[src/rtl/mem_port_sequencer.sv]
// mem_port_sequencer: shares the byte-wide RAM between fetch and data ports,
// serialising word/half/byte requests into big-endian byte cycles.
// Optional misalignment trap: define MEM_PORT_ALIGN_CHECK_EN.

module mem_port_sequencer #(
  parameter int ADDR_W        = 9,
  parameter bit DATA_PRIORITY = 1'b1
) (
  input  logic              clk,
  input  logic              reset,
  input  logic              if_req,
  input  logic [31:0]       if_addr,
  output logic              if_done,
  output logic [31:0]       if_rdata,
  input  logic              dm_req,
  input  logic              dm_we,
  input  logic [1:0]        dm_size,
  input  logic              dm_signed,
  input  logic [31:0]       dm_addr,
  input  logic [31:0]       dm_wdata,
  output logic              dm_done,
  output logic [31:0]       dm_rdata,
  output logic              dm_err,
  output logic [ADDR_W-1:0] ram_addr,
  output logic              ram_we,
  output logic [7:0]        ram_wdata,
  input  logic [7:0]        ram_rdata,
  output logic              busy
);

  typedef enum logic [1:0] {
    IDLE = 2'd0,
    XFER = 2'd1,
    DONE = 2'd2
  } state_t;

  state_t state, state_nx;

  logic              gnt_dm;
  logic              gnt_if;
  logic              gnt_any;
  logic [1:0]        dm_last;
  logic              mis;

  logic              sel_dm_q;
  logic              we_q;
  logic              sgn_q;
  logic [1:0]        size_q;
  logic [1:0]        last_q;
  logic [1:0]        k_q;
  logic [ADDR_W-1:0] addr_q;
  logic [31:0]       wdata_q;
  logic [31:0]       sh_q;
  logic              err_q;

  logic [31:0]       sh_nx;
  logic [31:0]       ext;
  logic [1:0]        widx;
  logic [7:0]        wbyte;
  logic              xfer_end;

  // Pick the winner when both ports request in the same IDLE cycle
  always_comb begin
    gnt_dm = 1'b0;
    gnt_if = 1'b0;
    if (dm_req && if_req) begin
      gnt_dm = DATA_PRIORITY;
      gnt_if = !DATA_PRIORITY;
    end else begin
      gnt_dm = dm_req;
      gnt_if = if_req;
    end
  end

  assign gnt_any = gnt_dm | gnt_if;

  // Index of the last byte for a data request (N-1)
  always_comb begin
    dm_last = 2'd3;
    unique case (dm_size)
      2'b00:   dm_last = 2'd0;
      2'b01:   dm_last = 2'd1;
      default: dm_last = 2'd3;
    endcase
  end

`ifdef MEM_PORT_ALIGN_CHECK_EN
  // Misaligned requests are granted but bypass the RAM entirely
  always_comb begin
    mis = 1'b0;
    if (gnt_dm) begin
      unique case (dm_size)
        2'b00:   mis = 1'b0;
        2'b01:   mis = dm_addr[0];
        default: mis = (dm_addr[1:0] != 2'b00);
      endcase
    end else if (gnt_if) begin
      mis = (if_addr[1:0] != 2'b00);
    end
  end
`else
  assign mis = 1'b0;
`endif

  // State register
  always_ff @(posedge clk or posedge reset) begin
    if (reset) state <= IDLE;
    else       state <= state_nx;
  end

  assign xfer_end = (k_q == last_q);

  // Next-state decode
  always_comb begin
    state_nx = state;
    unique case (state)
      IDLE: begin
        if (gnt_any) state_nx = mis ? DONE : XFER;
      end
      XFER: begin
        if (xfer_end) state_nx = DONE;
      end
      DONE:    state_nx = IDLE;
      default: state_nx = IDLE;
    endcase
  end

  // Read bytes arrive MSB first, so each new byte shifts in at the bottom
  assign sh_nx = {sh_q[23:0], ram_rdata};

  // Extend the assembled load to 32 bits
  always_comb begin
    ext = sh_nx;
    unique case (size_q)
      2'b00: ext = {{24{sgn_q & sh_nx[7]}}, sh_nx[7:0]};
      2'b01: ext = {{16{sgn_q & sh_nx[15]}}, sh_nx[15:0]};
      default: ext = sh_nx;
    endcase
  end

  // Store byte for cycle k is byte (N-1-k) of the latched data
  assign widx = last_q - k_q;

  always_comb begin
    wbyte = 8'h00;
    unique case (widx)
      2'd0:    wbyte = wdata_q[7:0];
      2'd1:    wbyte = wdata_q[15:8];
      2'd2:    wbyte = wdata_q[23:16];
      default: wbyte = wdata_q[31:24];
    endcase
  end

  // Latch the granted request, step the byte counter, capture results
  always_ff @(posedge clk or posedge reset) begin
    if (reset) begin
      sel_dm_q <= 1'b0;
      we_q     <= 1'b0;
      sgn_q    <= 1'b0;
      size_q   <= 2'b00;
      last_q   <= 2'd0;
      k_q      <= 2'd0;
      addr_q   <= '0;
      wdata_q  <= 32'h0;
      sh_q     <= 32'h0;
      err_q    <= 1'b0;
      if_rdata <= 32'h0;
      dm_rdata <= 32'h0;
    end else begin
      unique case (state)
        IDLE: begin
          if (gnt_any) begin
            sel_dm_q <= gnt_dm;
            we_q     <= gnt_dm & dm_we;
            sgn_q    <= gnt_dm & dm_signed;
            size_q   <= gnt_dm ? dm_size : 2'b10;
            last_q   <= gnt_dm ? dm_last : 2'd3;
            addr_q   <= gnt_dm ? dm_addr[ADDR_W-1:0]
                               : if_addr[ADDR_W-1:0];
            wdata_q  <= dm_wdata;
            k_q      <= 2'd0;
            sh_q     <= 32'h0;
            err_q    <= mis;
          end
        end
        XFER: begin
          k_q  <= k_q + 2'd1;
          sh_q <= sh_nx;
          if (xfer_end && !we_q) begin
            if (sel_dm_q) dm_rdata <= ext;
            else          if_rdata <= sh_nx;
          end
        end
        DONE: begin
          k_q <= 2'd0;
        end
        default: begin
          k_q <= 2'd0;
        end
      endcase
    end
  end

  // RAM strobes are decoded from state so reset drops them at once
  always_comb begin
    ram_addr  = '0;
    ram_we    = 1'b0;
    ram_wdata = 8'h00;
    if (state == XFER) begin
      ram_addr = addr_q + {{(ADDR_W-2){1'b0}}, k_q};
      ram_we   = we_q;
      if (we_q) ram_wdata = wbyte;
    end
  end

  assign busy    = (state != IDLE);
  assign if_done = (state == DONE) && !sel_dm_q;
  assign dm_done = (state == DONE) && sel_dm_q;

`ifdef MEM_PORT_ALIGN_CHECK_EN
  assign dm_err = dm_done && err_q;

  logic unused_hi;
  assign unused_hi = ^{if_addr[31:ADDR_W], dm_addr[31:ADDR_W]};
`else
  assign dm_err = 1'b0;

  logic unused_hi;
  assign unused_hi = ^{if_addr[31:ADDR_W], dm_addr[31:ADDR_W], err_q};
`endif

endmodule
[config.mk]
export PLATFORM = sky130hd
export DESIGN_NAME = mem_port_sequencer
export DESIGN_NICKNAME = d
export VERILOG_FILES = /design/src/rtl/mem_port_sequencer.sv
export SDC_FILE = /design/constraint.sdc
export NUM_CORES = 1
export LEC_CHECK = 0
export BUFFER_PORTS_ARGS = -buffer_cell sky130_fd_sc_hd__buf_2
export CELL_PAD_IN_SITES_DETAIL_PLACEMENT = 0
export CELL_PAD_IN_SITES_GLOBAL_PLACEMENT = 1
export CORE_UTILIZATION = 40
export DETAILED_ROUTE_END_ITERATION = 6
export PLACE_DENSITY = 0.92
export SLEW_MARGIN = 0
export SYNTH_ARGS = -nofsm -noshare
export SYNTH_HDL_FRONTEND = slang
export SYNTH_SLANG_ARGS = --single-unit
[constraint.sdc]
create_clock -name clk -period 6.2 [get_ports clk]
set_clock_uncertainty 0.1 [all_clocks]
set_input_delay 0.62 -clock clk [delete_from_list [all_inputs] [get_ports clk]]
set_output_delay 0.62 -clock clk [all_outputs]
set_load 0.02 [all_outputs]
* After elaboration in Yosys (flattened, before gate mapping)
Index checks and enable logic that the tools add are counted.
** Storage, ports and cells
- Output and inout port bits :: 86
- Logic and storage cells :: 66
- Register bits after elaboration :: 140
- Input port bits :: 112
** Cells by class
- Reductions and logical operators :: 17
- $add $sub $neg :: 3
- Multiplexer cells :: 19
- Equal/unequal tests :: 9
- Bitwise operators :: 6
** Operator list (number)
- $pmux W32 S2 :: 1
- $pmux W24 S2 :: 1
- $mux W24 :: 1
- $pmux W8 S3 :: 1
- $mux W9 :: 2
- $mux W8 :: 2
- $pmux W2 S2 :: 3
- $mux W2 :: 5
- $add A9 B2 Y9 :: 1
- $eq A2 B1 Y1 const B :: 4
- $logic_not A2 Y1 :: 4
- $reduce_and A2 Y1 :: 3
- $reduce_and A3 Y1 :: 2
- $and A1 B1 Y1 :: 4
- $eq A2 B2 Y1 const B :: 2
- $logic_and A1 B1 Y1 :: 4
- $ne A2 B2 Y1 const B :: 2
- $reduce_bool A2 Y1 :: 2
- $mux W1 :: 3
- $add A2 B1 Y2 const B :: 1
- $eq A2 B2 Y1 :: 1
- $logic_not A1 Y1 :: 2
- $sub A2 B2 Y2 :: 1
- $not A1 Y1 :: 1
- $or A1 B1 Y1 :: 1

* Depth between registers and ports, before layout
- Word-level depth :: 5
- Depth in mapped cells :: 7
- Gate-level depth less buffers :: 5

* Least setup slack after synthesis
OpenSTA, ideal clock, no wires.
- Path type :: register to output
- From :: register k_q[0]
- To :: output ram_wdata[0]
- Cell stages (with the launch flop) :: 7
- Required time :: 5480 ps
- Buffers on the path :: 3
- Data arrival time :: 2066 ps
- Path slack :: 3414 ps
- Path through :: dfrtp_1 > ha_1 > buf_2 > buf_2 > buf_1 > a211oi_1 > a211oi_1
** Between the ends
- Cells in the longest elaborated chain, start to end :: 5
- Elaborated cells between the ends (all ways) :: 7
- Classes of those cells :: add/sub: 1; eq/ne: 2; mux: 3; reduce/logical: 1
** RTL lines
- start, declared :: RTL line 50 : logic [1:0] k_q;
- start signal, assigned :: RTL line 187 : k_q <= k_q + 2'd1;
- $sub A2 B2 Y2 * :: RTL line 142 : assign widx = last_q - k_q;
- $eq A2 B2 Y1 (tied with other cells) :: RTL line 146 : unique case (widx)
- $pmux W8 S3 * :: RTL line 146
- $mux W8 * :: RTL line 212 : if (we_q) ram_wdata = wbyte;
- $mux W8 * :: RTL line 209 : if (state == XFER) begin
- end, declared :: RTL line 26 : output logic [7:0] ram_wdata,
Mark *: on every way between the ends. The rest lies on a longest branch, timed or not.

* Worst setup path after layout
- From :: register k_q[0]
- To :: register if_rdata[16]
** Between the ends
- Cells in the longest elaborated chain, start to end :: 3
** RTL lines
- $eq A2 B2 Y1 :: RTL line 111 : assign xfer_end = (k_q == last_q);
- $logic_and A1 B1 Y1 :: RTL line 189 : if (xfer_end && !we_q) begin
- $reduce_and A3 Y1 (no line)
- end signal, assigned :: RTL line 191 : else if_rdata <= sh_nx;
- end, declared :: RTL line 14 : output logic [31:0] if_rdata,
No other way between the ends.
A chain may end at the register's enable or synchronous reset.

==> results by group <==
Global route
  – Vias in the first global route: 4,527
  – Largest net degree at the start of global routing: 89
  – First-pass GRT wire length: 23,200 um
  – Antenna violations before repair: 0
  – Total gr overflow: 0
  – Tot GR Track Use: 18.7%

Die
  – Core area: 15,400 sq um
  – Die Wd: 128 um
  – DIE HEIGHT: 128 um
  – Site Rows: 45
  – Initial core utilization: 41.3%
  – Ports: 198
  – Die footprint: 16,400 sq um

Drt
  – Number of vias in the routed layout: 4,406
  – DRT iter0 DRCs: 145
  – DR pass1 iterations: 6
  – DR WL/cell: 16.5 um
  – Post-Route WL: 14,500 um
  – Vias per cell: 5.02
  – DRC violations left: 0
  – Detail Route Antenna Nets: 0

Critical path
  – Startpoint Class: register
  – Crit path kind: reg2reg
  – Crit. End Element: register
  – Crit Path Max Fanout: 32
  – Ordered list of cells on the worst path: ha_1 -> and4_2 -> mux2_2
  – CP max-delay cell: and4_2
  – Crit path arrival time: 3.52 ns
  – Worst path top cell family by delay: simple AND/OR/NAND/NOR gates
  – Worst EP required: 6.39 ns
  – Worst R2R Setup Slack: 2.87 ns
  – Slowest cell delay on critical path: 1.23 ns
  – CP Buf/Inv Count: 0

Clocking
  – Clock root buffer: clkbuf_16
  – Clock-pin slew on the worst setup and hold paths: 0.06 ns
  – Clk_lat worst skew: 0.41 ns
  – Post-CTS Hold Buffers: 0
  – Resize count post-CTS: 0
  – Num Clock Sinks: 140
  – CTS Buf Count: 17
  – H-Tree Depth: 4
  – Postcts setup bufs: 0
  – CTS Buffer Depth: 2
  – CTS tree: done

Synth
  – Syn. warnings: 0
  – Ys flop type: dfrtp_1
  – Distinct cells, synth: 44
  – Synth async-reset ratio: 100%
  – Mapped Area: 6350 sq um
  – Mapped Nets: 629
  – Synthesis-stage register bit count: 140
  – Mapped Cells: 513
  – Mean Syn Cell Area: 12.4 sq um
  – Post-synth EDFFs: 0
  – Post-synthesis sequential area ratio: 55.2%

Timing
  – Final setup TNS: 0 ns
  – Post-layout min period: 3.33 ns
  – Finish-stage setup viols: 0
  – RSZ-0062 raised after global routing: no
  – Crit share post-route: 53.7%
  – Worst slew margin: 21.8%
  – Slew @ Worst Pin: 1.17 ns
  – Max Clk Rate: 301 MHz
  – Final Max Slew Viols: 0
  – Final Hold Viols: 0

Power
  – Peak VDD IR: 0.000316 V
  – Total Power: 4.88 mW
  – Static leakage: 3.77 nW
  – Pwr/cell area: 620 nW/um^2

Status
  – Outcome: finished clean

Layout
  – Nets: 770
  – Share of cells above drive strength 1: 45.4%
  – Ant diodes: 0
  – Fillers: 1,349
  – Layout area overhead: 24.1%

Placed design
  – # port buffers: 150
  – Placed wire-length estimate: 9910 um
  – GP Congestion: 0.757

Flow run
  – Max-cap violations: 0

Hold path
  – Hold WC Path Type: in2async
==> metal layers <==
metal	vias up	routed length (um)	global-route usage (%)
met5	-	0	0
met4	0	85	5.19
met3	8	791	6.01
met2	122	7310	31.7
met1	2197	6300	22.9
li1	2079	-	-
==> power by group <==
part / total, mW / switching (mW) / internal [mW]
logic: 2.09 / 1.17 / 0.920
clock network: 1.10 / 0.390 / 0.710
registers: 1.70 / 0.342 / 1.35
==> worst paths after layout <==
kind,endpoint,start,depth (start not counted)
max in group asynchronous,dm_rdata[2],reset,3
max reg2reg,if_rdata[16],k_q[0],3
min in group clk,we_q,dm_we,2
max,if_rdata[16],k_q[0],3
min,wdata_q[1],reset,2
min reg2reg,dm_rdata[15],dm_rdata[15],1
==> cells by family after synthesis <==
logic type / Yosys count / share of synthesized area, %
flops: 140 / 55.2
mux: 124 / 23.6
simple gates: 115 / 8.20
compound gates: 86 / 8.00
buf+inv: 38 / 3.13
xor+xnor: 5 / 0.907
fa+ha+maj: 4 / 0.907
other cells: 1 / 0.0591
==> cell usage after synthesis, types with 2 or more instances <==
master | number | share of area (%)
a22o_1 | 3 | 0.41
nand4_1 | 2 | 0.20
nand3_1 | 3 | 0.24
nor2_1 | 6 | 0.35
and2_1 | 3 | 0.30
xor2_1 | 2 | 0.28
mux2i_1 | 11 | 1.7
or4_1 | 2 | 0.24
mux2_1 | 2 | 0.35
o21ai_0 | 52 | 4.1
o31ai_1 | 2 | 0.24
dfrtp_1 | 140 | 55
buf_6 | 4 | 0.71
buf_1 | 2 | 0.12
buf_4 | 3 | 0.35
ha_1 | 3 | 0.59
nor2b_1 | 10 | 0.99
xnor2_1 | 2 | 0.28
inv_1 | 5 | 0.30
nand2b_1 | 2 | 0.20
clkbuf_1 | 12 | 0.71
mux2_4 | 30 | 7.1
nand2_1 | 77 | 4.6
a21oi_1 | 7 | 0.55
mux2_2 | 80 | 14
a211oi_1 | 16 | 1.9
or3_1 | 3 | 0.30
buf_2 | 12 | 0.95
o22a_1 | 2 | 0.28
==> sequential cells by signal (all words and copies together) (netlist names), 2 cells and up <==
register / count
addr_q: 9
dm_rdata: 32
if_rdata: 32
k_q: 2
last_q: 2
sh_q: 24
size_q: 2
state: 2
wdata_q: 32
==> metrics by stage <==
stage                     hold WS (ns)  utilization, %  area [sq um]  instances  setup slack (ns)
after floorplan                  0.370               -          6350        513              1.73
after global placement           0.369            47.0          7230        846              2.93
after detailed placement         0.376            47.0          7230        846              2.86
after CTS                        0.133            51.3          7880        878              2.85
after global routing             0.154            51.3          7880        878              2.65
final                            0.118            51.3          7880        878              2.87
==> final cells by class <==
| type | instances | area, sq um | area share [%] |
|---|---|---|---|
| Clock buffer | 20 | 467 | 5.92 |
| Clock inverter | 12 | 184 | 2.33 |
| Inverter | 5 | 23.8 | 0.302 |
| Multi-Input combinational cell | 335 | 2650 | 33.6 |
| Sequential cell | 140 | 3500 | 44.5 |
| Tap cell | 211 | 264 | 3.35 |
| Timing Repair Buffer | 155 | 788 | 10.0 |
==> cell usage in the layout, fill, tap and decap left out, types with 3 or more instances in the layout <==
| master | Yosys | layout |
|---|---|---|
| a21oi_1 | 7 | 7 |
| mux2i_1 | 11 | 11 |
| nor2_1 | 6 | 6 |
| nor2b_1 | 10 | 9 |
| a22o_1 | 3 | 3 |
| mux2_2 | 80 | 80 |
| inv_1 | 5 | 4 |
| clkbuf_8 | 0 | 3 |
| nand3_1 | 3 | 3 |
| clkbuf_16 | 0 | 17 |
| nand2_1 | 77 | 77 |
| or3_1 | 3 | 3 |
| buf_4 | 3 | 5 |
| mux2_4 | 30 | 30 |
| buf_2 | 12 | 150 |
| o21ai_0 | 52 | 52 |
| dfrtp_1 | 140 | 140 |
| inv_6 | 0 | 4 |
| ha_1 | 3 | 3 |
| a211oi_1 | 16 | 16 |
| and2_1 | 3 | 3 |
| bufinv_16 | 0 | 4 |
Note: power is estimated with default switching activity, not from simulation.
